## src/rtl/bridge_reg_responder_if.sv

```systemverilog
// Bridge bus port bundle between the initiator tree and a leaf register responder.
interface bridge_reg_responder_if;
    logic [31:0] bridge_addr;
    logic [31:0] bridge_wr_data;
    logic        bridge_wr;
    logic        bridge_rd;
    logic [31:0] bridge_rd_data;

    modport master (
        output bridge_addr, bridge_wr_data, bridge_wr, bridge_rd,
        input  bridge_rd_data
    );
    modport slave (
        input  bridge_addr, bridge_wr_data, bridge_wr, bridge_rd,
        output bridge_rd_data
    );
endinterface

```

## src/rtl/bridge_reg_responder.sv

```systemverilog
// Leaf register responder on the bridge bus: W1C status, doorbell command with
// valid/ack to the core, and a bank of plain read/write control registers.
module bridge_reg_responder #(
    parameter logic [31:0] BASE_ADDR  = 32'h8000_0000,
    parameter int          NUM_REGS   = 8,
    parameter logic [31:0] CTRL_RESET = 32'h0000_0000
) (
    input  logic                            clk,
    input  logic                            reset_n,
    bridge_reg_responder_if.slave           bus,
    output logic [NUM_REGS-3:0][31:0]       ctrl_regs,
    output logic [NUM_REGS-3:0]             ctrl_wr_strobe,
    input  logic [31:0]                     status_set,
    output logic [31:0]                     status,
    output logic                            cmd_valid,
    output logic [31:0]                     cmd_data,
    input  logic                            cmd_ack
);
    localparam int OW = $clog2(NUM_REGS);

    typedef enum logic {IDLE = 1'b0, PENDING = 1'b1} state_t;

    state_t        state, state_nxt;
    logic [31:0]   cmd_data_nxt;
    logic          overrun, overrun_nxt;
    logic          hit, wr_hit, rd_hit, db_wr, db_rd, st_wr;
    logic [OW-1:0] off;
    logic [31:0]   rd_mux;
    logic          unused_addr_bits;

    assign hit    = (bus.bridge_addr[31:2+OW] == BASE_ADDR[31:2+OW]);
    assign off    = bus.bridge_addr[2 +: OW];
    assign wr_hit = bus.bridge_wr & hit;
    assign rd_hit = bus.bridge_rd & hit;
    assign st_wr  = wr_hit && (off == OW'(0));
    assign db_wr  = wr_hit && (off == OW'(1));
    assign db_rd  = rd_hit && (off == OW'(1));
    assign unused_addr_bits = ^bus.bridge_addr[1:0];

    assign cmd_valid = (state == PENDING);

    // Set requests are applied after the W1C clear so a same-cycle set wins.
    always_ff @(posedge clk or negedge reset_n) begin
        if (!reset_n) status <= '0;
        else          status <= (status & ~(st_wr ? bus.bridge_wr_data : 32'h0)) | status_set;
    end

    genvar k;
    generate
        for (k = 0; k < NUM_REGS-2; k++) begin : g_ctrl
            logic sel;
            assign sel = wr_hit && (off == OW'(k+2));
            always_ff @(posedge clk or negedge reset_n) begin
                if (!reset_n) begin
                    ctrl_regs[k]      <= CTRL_RESET;
                    ctrl_wr_strobe[k] <= 1'b0;
                end else begin
                    ctrl_wr_strobe[k] <= sel;
                    if (sel) ctrl_regs[k] <= bus.bridge_wr_data;
                end
            end
        end
    endgenerate

    always_ff @(posedge clk or negedge reset_n) begin
        if (!reset_n) begin
            state    <= IDLE;
            cmd_data <= '0;
            overrun  <= 1'b0;
        end else begin
            state    <= state_nxt;
            cmd_data <= cmd_data_nxt;
            overrun  <= overrun_nxt;
        end
    end

    // A read clears overrun, but a write-while-pending in the same cycle re-flags it.
    always_comb begin
        state_nxt    = state;
        cmd_data_nxt = cmd_data;
        overrun_nxt  = overrun;
        if (db_rd) overrun_nxt = 1'b0;
        case (state)
            IDLE: begin
                if (db_wr) begin
                    state_nxt    = PENDING;
                    cmd_data_nxt = bus.bridge_wr_data;
                end
            end
            PENDING: begin
                if (db_wr && cmd_ack)  cmd_data_nxt = bus.bridge_wr_data;
                else if (db_wr)        overrun_nxt  = 1'b1;
                else if (cmd_ack)      state_nxt    = IDLE;
            end
            default: state_nxt = IDLE;
        endcase
    end

    always_comb begin
        rd_mux = '0;
        if (off == OW'(0))      rd_mux = status;
        else if (off == OW'(1)) rd_mux = {30'b0, overrun, cmd_valid};
        else begin
            for (int i = 0; i < NUM_REGS-2; i++)
                if (off == OW'(i+2)) rd_mux = ctrl_regs[i];
        end
    end

    always_ff @(posedge clk or negedge reset_n) begin
        if (!reset_n)    bus.bridge_rd_data <= '0;
        else if (rd_hit) bus.bridge_rd_data <= rd_mux;
    end
endmodule

```

## src/flat_wrapper.sv

```systemverilog
// flat-port wrapper written by rule: the top's interface ports become plain ports
module bridge_reg_responder_flat 
#(
    parameter logic [31:0] BASE_ADDR  = 32'h8000_0000,
    parameter int          NUM_REGS   = 8,
    parameter logic [31:0] CTRL_RESET = 32'h0000_0000
)
  (clk, reset_n, ctrl_regs, ctrl_wr_strobe, status_set, status, cmd_valid, cmd_data, cmd_ack, bus_bridge_addr, bus_bridge_wr_data, bus_bridge_wr, bus_bridge_rd, bus_bridge_rd_data);
  bridge_reg_responder_if bus_i ();
  input  logic clk;
  input  logic reset_n;
  output logic [NUM_REGS-3:0][31:0] ctrl_regs;
  output logic [NUM_REGS-3:0] ctrl_wr_strobe;
  input  logic [31:0] status_set;
  output logic [31:0] status;
  output logic cmd_valid;
  output logic [31:0] cmd_data;
  input  logic cmd_ack;
  input wire logic [$bits(bus_i.bridge_addr)-1:0] bus_bridge_addr;
  input wire logic [$bits(bus_i.bridge_wr_data)-1:0] bus_bridge_wr_data;
  input wire logic [$bits(bus_i.bridge_wr)-1:0] bus_bridge_wr;
  input wire logic [$bits(bus_i.bridge_rd)-1:0] bus_bridge_rd;
  output wire logic [$bits(bus_i.bridge_rd_data)-1:0] bus_bridge_rd_data;
  assign bus_i.bridge_addr = bus_bridge_addr;
  assign bus_i.bridge_wr_data = bus_bridge_wr_data;
  assign bus_i.bridge_wr = bus_bridge_wr;
  assign bus_i.bridge_rd = bus_bridge_rd;
  assign bus_bridge_rd_data = bus_i.bridge_rd_data;
  bridge_reg_responder #(.BASE_ADDR(BASE_ADDR), .NUM_REGS(NUM_REGS), .CTRL_RESET(CTRL_RESET)) u_core (.clk(clk), .reset_n(reset_n), .bus(bus_i), .ctrl_regs(ctrl_regs), .ctrl_wr_strobe(ctrl_wr_strobe), .status_set(status_set), .status(status), .cmd_valid(cmd_valid), .cmd_data(cmd_data), .cmd_ack(cmd_ack));
endmodule
```

## config.mk

```make
export PLATFORM = sky130hd
export DESIGN_NAME = bridge_reg_responder_flat
export DESIGN_NICKNAME = d
export VERILOG_FILES = /design/src/rtl/bridge_reg_responder_if.sv /design/src/rtl/bridge_reg_responder.sv /design/src/flat_wrapper.sv
export SDC_FILE = /design/constraint.sdc
export NUM_CORES = 1
export LEC_CHECK = 0
export ABC_AREA = 0
export CORE_MARGIN = 2
export CORE_UTILIZATION = 40
export CTS_BUF_LIST = sky130_fd_sc_hd__clkbuf_8
export CTS_CLUSTER_SIZE = 24
export DETAILED_ROUTE_END_ITERATION = 10
export PLACE_DENSITY = 0.67
export SKIP_CTS_REPAIR_TIMING = 1
export SYNTH_ARGS = -nofsm -noshare
export SYNTH_HDL_FRONTEND = slang
export SYNTH_SLANG_ARGS = --single-unit
```

## constraint.sdc

```tcl
create_clock -name clk -period 3.8 [get_ports clk]
set_input_delay 1.14 -clock clk [delete_from_list [all_inputs] [get_ports clk]]
set_output_delay 1.14 -clock clk [all_outputs]
set_load 0.02 [all_outputs]
```

==> results.yml <==
outcome:
  status: "finished, final reports clean"
setup_path:
  cp-start-kind: "input pin"
  reg2reg_slack_ns: 2.05
  worstPathRequired_ns: 4.23
  critPathMaxFanout: 23
  cp-end-kind: "flop"
  worstPathArrival_ns: 3.58
  criticalPathCategory: "in2reg"
place:
  gp_congestion: 0.8076
  placed_cells: 1729
  post-place-ws_ns: 0.05564
  numPortBuffers: 393
  dpl.hpwl_um: 29110
drt:
  drtAntennaViolNets: 0
  wl_per_cell_um: 23.12
  drt-pass1-iter-count: 6
  drc: 0
  viasPerCell: 5.199
  vias: 9447
  drt-total-wl_um: 42010
  initialDrtViolationCount: 456
timing:
  fin_crit_ns: 3.144
  slew_headroom: 0.2396
  period_share: 0.8275
  max_freq_ghz: 0.3180
  finClkSkew_ns: 0.02483
  drv_slew: 0
  hold_viol_final: 0
  rsz0062_at_grt: "false"
  worstMarginPinSlew_ns: 1.138
  fin_ws_ns: 0.6556
  setup_viol: 0
  tns_ns: 0
clock_network:
  clk_latency_ns: 0.57
  clk_pin_slew_ns: 0.06
  cts-root-buf: "clkbuf_8"
  clock_sinks: 296
  clock_path_buffers: 3
  cts_tree: "yes"
  cts_buffers: 52
  htreeDepth: 2
floorplan:
  ioPinCount: 396
  rows: 66
  start_util: 0.4032
  coreArea_um2: 32290
  dieArea_um2: 34000
  die_w_um: 184.4
  die_h_um: 184.4
synth:
  ys_warn_count: 0
  syn_avg_cell_area_um2: 14.29
  ys_ff_latch: 296
  ys_types: 32
  yosysSeqAreaShare: 0.5690
  syn-instance-count: 911
  synth_nets: 1012
  syn_area_um2: 13020
layout:
  instances_no_fill: 1817
  fin_nets: 1442
  drive_gt1_frac: 0.2713
  final_util: 0.5808
  diodes: 0
  syn_to_final_growth_pct: 44.07
power:
  p_per_area_nw_per_um2: 334.0
  p_leak_nw: 8.721
  ir_worst_vdd_uv: 253.1
global_routing:
  grt_usage: 0.2452
  grt_pass1_vias: 9960
  grt_max_degree: 97
  antenna_found_initial: 0
  grt-ovfl-total: 0
  grt_pass1_wl_um: 62460
min_path:
  min_path_type: "reg2reg"
job:
  maxCapViolCount: 0
==> metrics by stage <==
step	hold WS, ns	area (µm²)	power, W
finish	0.5006	18750	0.006265
global route	0.5089	18750	0.006529
CTS	0.4982	18750	0.006355
detailed placement	0.4859	17780	0.003569
global placement	0.4762	17780	0.003569
floorplan	0.4600	13020	0.003308
==> layout by cell type (no fill, tap or decap), types with 3 or more instances in the layout <==
cell / Yosys / routed
nand2b_1: 37 / 35
mux2i_1: 60 / 60
nand2_1: 10 / 10
nor3_1: 4 / 4
buf_4: 6 / 26
mux2_1: 43 / 43
clkdlybuf4s50_1: 0 / 391
mux2_2: 243 / 243
clkbuf_8: 0 / 64
nand3_1: 3 / 3
buf_12: 0 / 15
nor4_4: 3 / 5
mux4_2: 4 / 4
o31ai_1: 33 / 33
dfrtp_1: 296 / 296
o22ai_1: 30 / 30
inv_1: 34 / 56
a221o_1: 30 / 30
nor4_1: 3 / 3
==> power by group <==
group | internal (W) | switching [W]
Clock | 0.00150 | 0.00126
Sequential | 0.00315 | 0.0000000000679
Combinational | 0.000154 | 0.000200
Total | 0.00481 | 0.00146
==> cells by family after synthesis <==
kind of cell	count (synthesis)	share of synthesized area
AND/OR/NAND/NOR	79	0.04306
multiplexers	350	0.3005
flip-flops	296	0.5690
AO/OA/AOI/OAI	95	0.05729
buffers and inverters	91	0.03018
==> critical path, cell delays in order <==
cell and delay (ns):
clkdlybuf4s50_1 0.40, nor4b_1 0.55, nand4_4 0.16, buf_12 0.22, or3_2 0.54, buf_4 0.24
mux2_2 0.29
==> cells in the mapped netlist <==
cell      number  area [µm²]
mux2i_1       60       600.6
nand4_1        1       6.260
nor4_4         3       63.81
mux4_2         4       90.09
nand2b_1      37       231.5
nor3_2         1       10.01
a221o_1       30       300.3
nor2_1         3       11.26
or2_2          2       12.51
buf_4          6       45.04
clkbuf_1      26       97.59
nand3_2        1       10.01
nor4b_1        2       17.52
or3_1          1       6.260
buf_1          2       7.510
nor4_1         3       18.77
inv_1         34       127.6
o21ai_0        2       10.01
and2_1         1       6.260
buf_2         23       115.1
nand4_2        1       12.51
mux2_1        43       484.2
mux2_2       243        2736
o31ai_1       33       247.7
dfrtp_1      296        7407
nor4_2         4       50.05
nor3_1         4       20.02
nand2_1       10       37.54
nand3_1        3       15.01
nor3b_1        1       7.510
nor4b_4        1       23.77
o22ai_1       30       187.7
==> cell type report <==
cell class,count,area [µm²]
multi-input cells,524,5265
fillers,2702,13530
repair buffers,433,4424
clock inverters,24,96.34
inverters,34,127.6
well taps,442,553.0
flip-flops and latches,296,7407
clock buffers,64,880.8
==> flip-flops by register name (all words and copies together), names as in the netlist <==
register	flops
u_core.bus.bridge_rd_data	32
u_core.cmd_data	32
u_core.cmd_valid	1
u_core.ctrl_regs	192
u_core.ctrl_wr_strobe	6
u_core.overrun	1
u_core.status	32
==> per-layer routing <==
metal,GRT usage,vias up,share of wire
met5,0,-,0
met4,0.07360,0,0.024
met3,0.07014,63,0.076
met2,0.4174,336,0.49
met1,0.3021,4837,0.41
li1,-,4211,-
==> final timing paths <==
check                                        end                start  depth (start not counted)
max                          u_core.cmd_data[18]  bus_bridge_addr[22]                          7
min                           u_core.cmd_data[3]   u_core.cmd_data[3]                          1
max reg2reg                  u_core.cmd_data[18]     u_core.cmd_valid                          5
min reg2reg                   u_core.cmd_data[3]   u_core.cmd_data[3]                          1
max in group asynchronous    u_core.cmd_data[18]              reset_n                          2
min in group asynchronous  u_core.ctrl_regs[123]              reset_n                          1
Power figures use the tool's default switching activity.
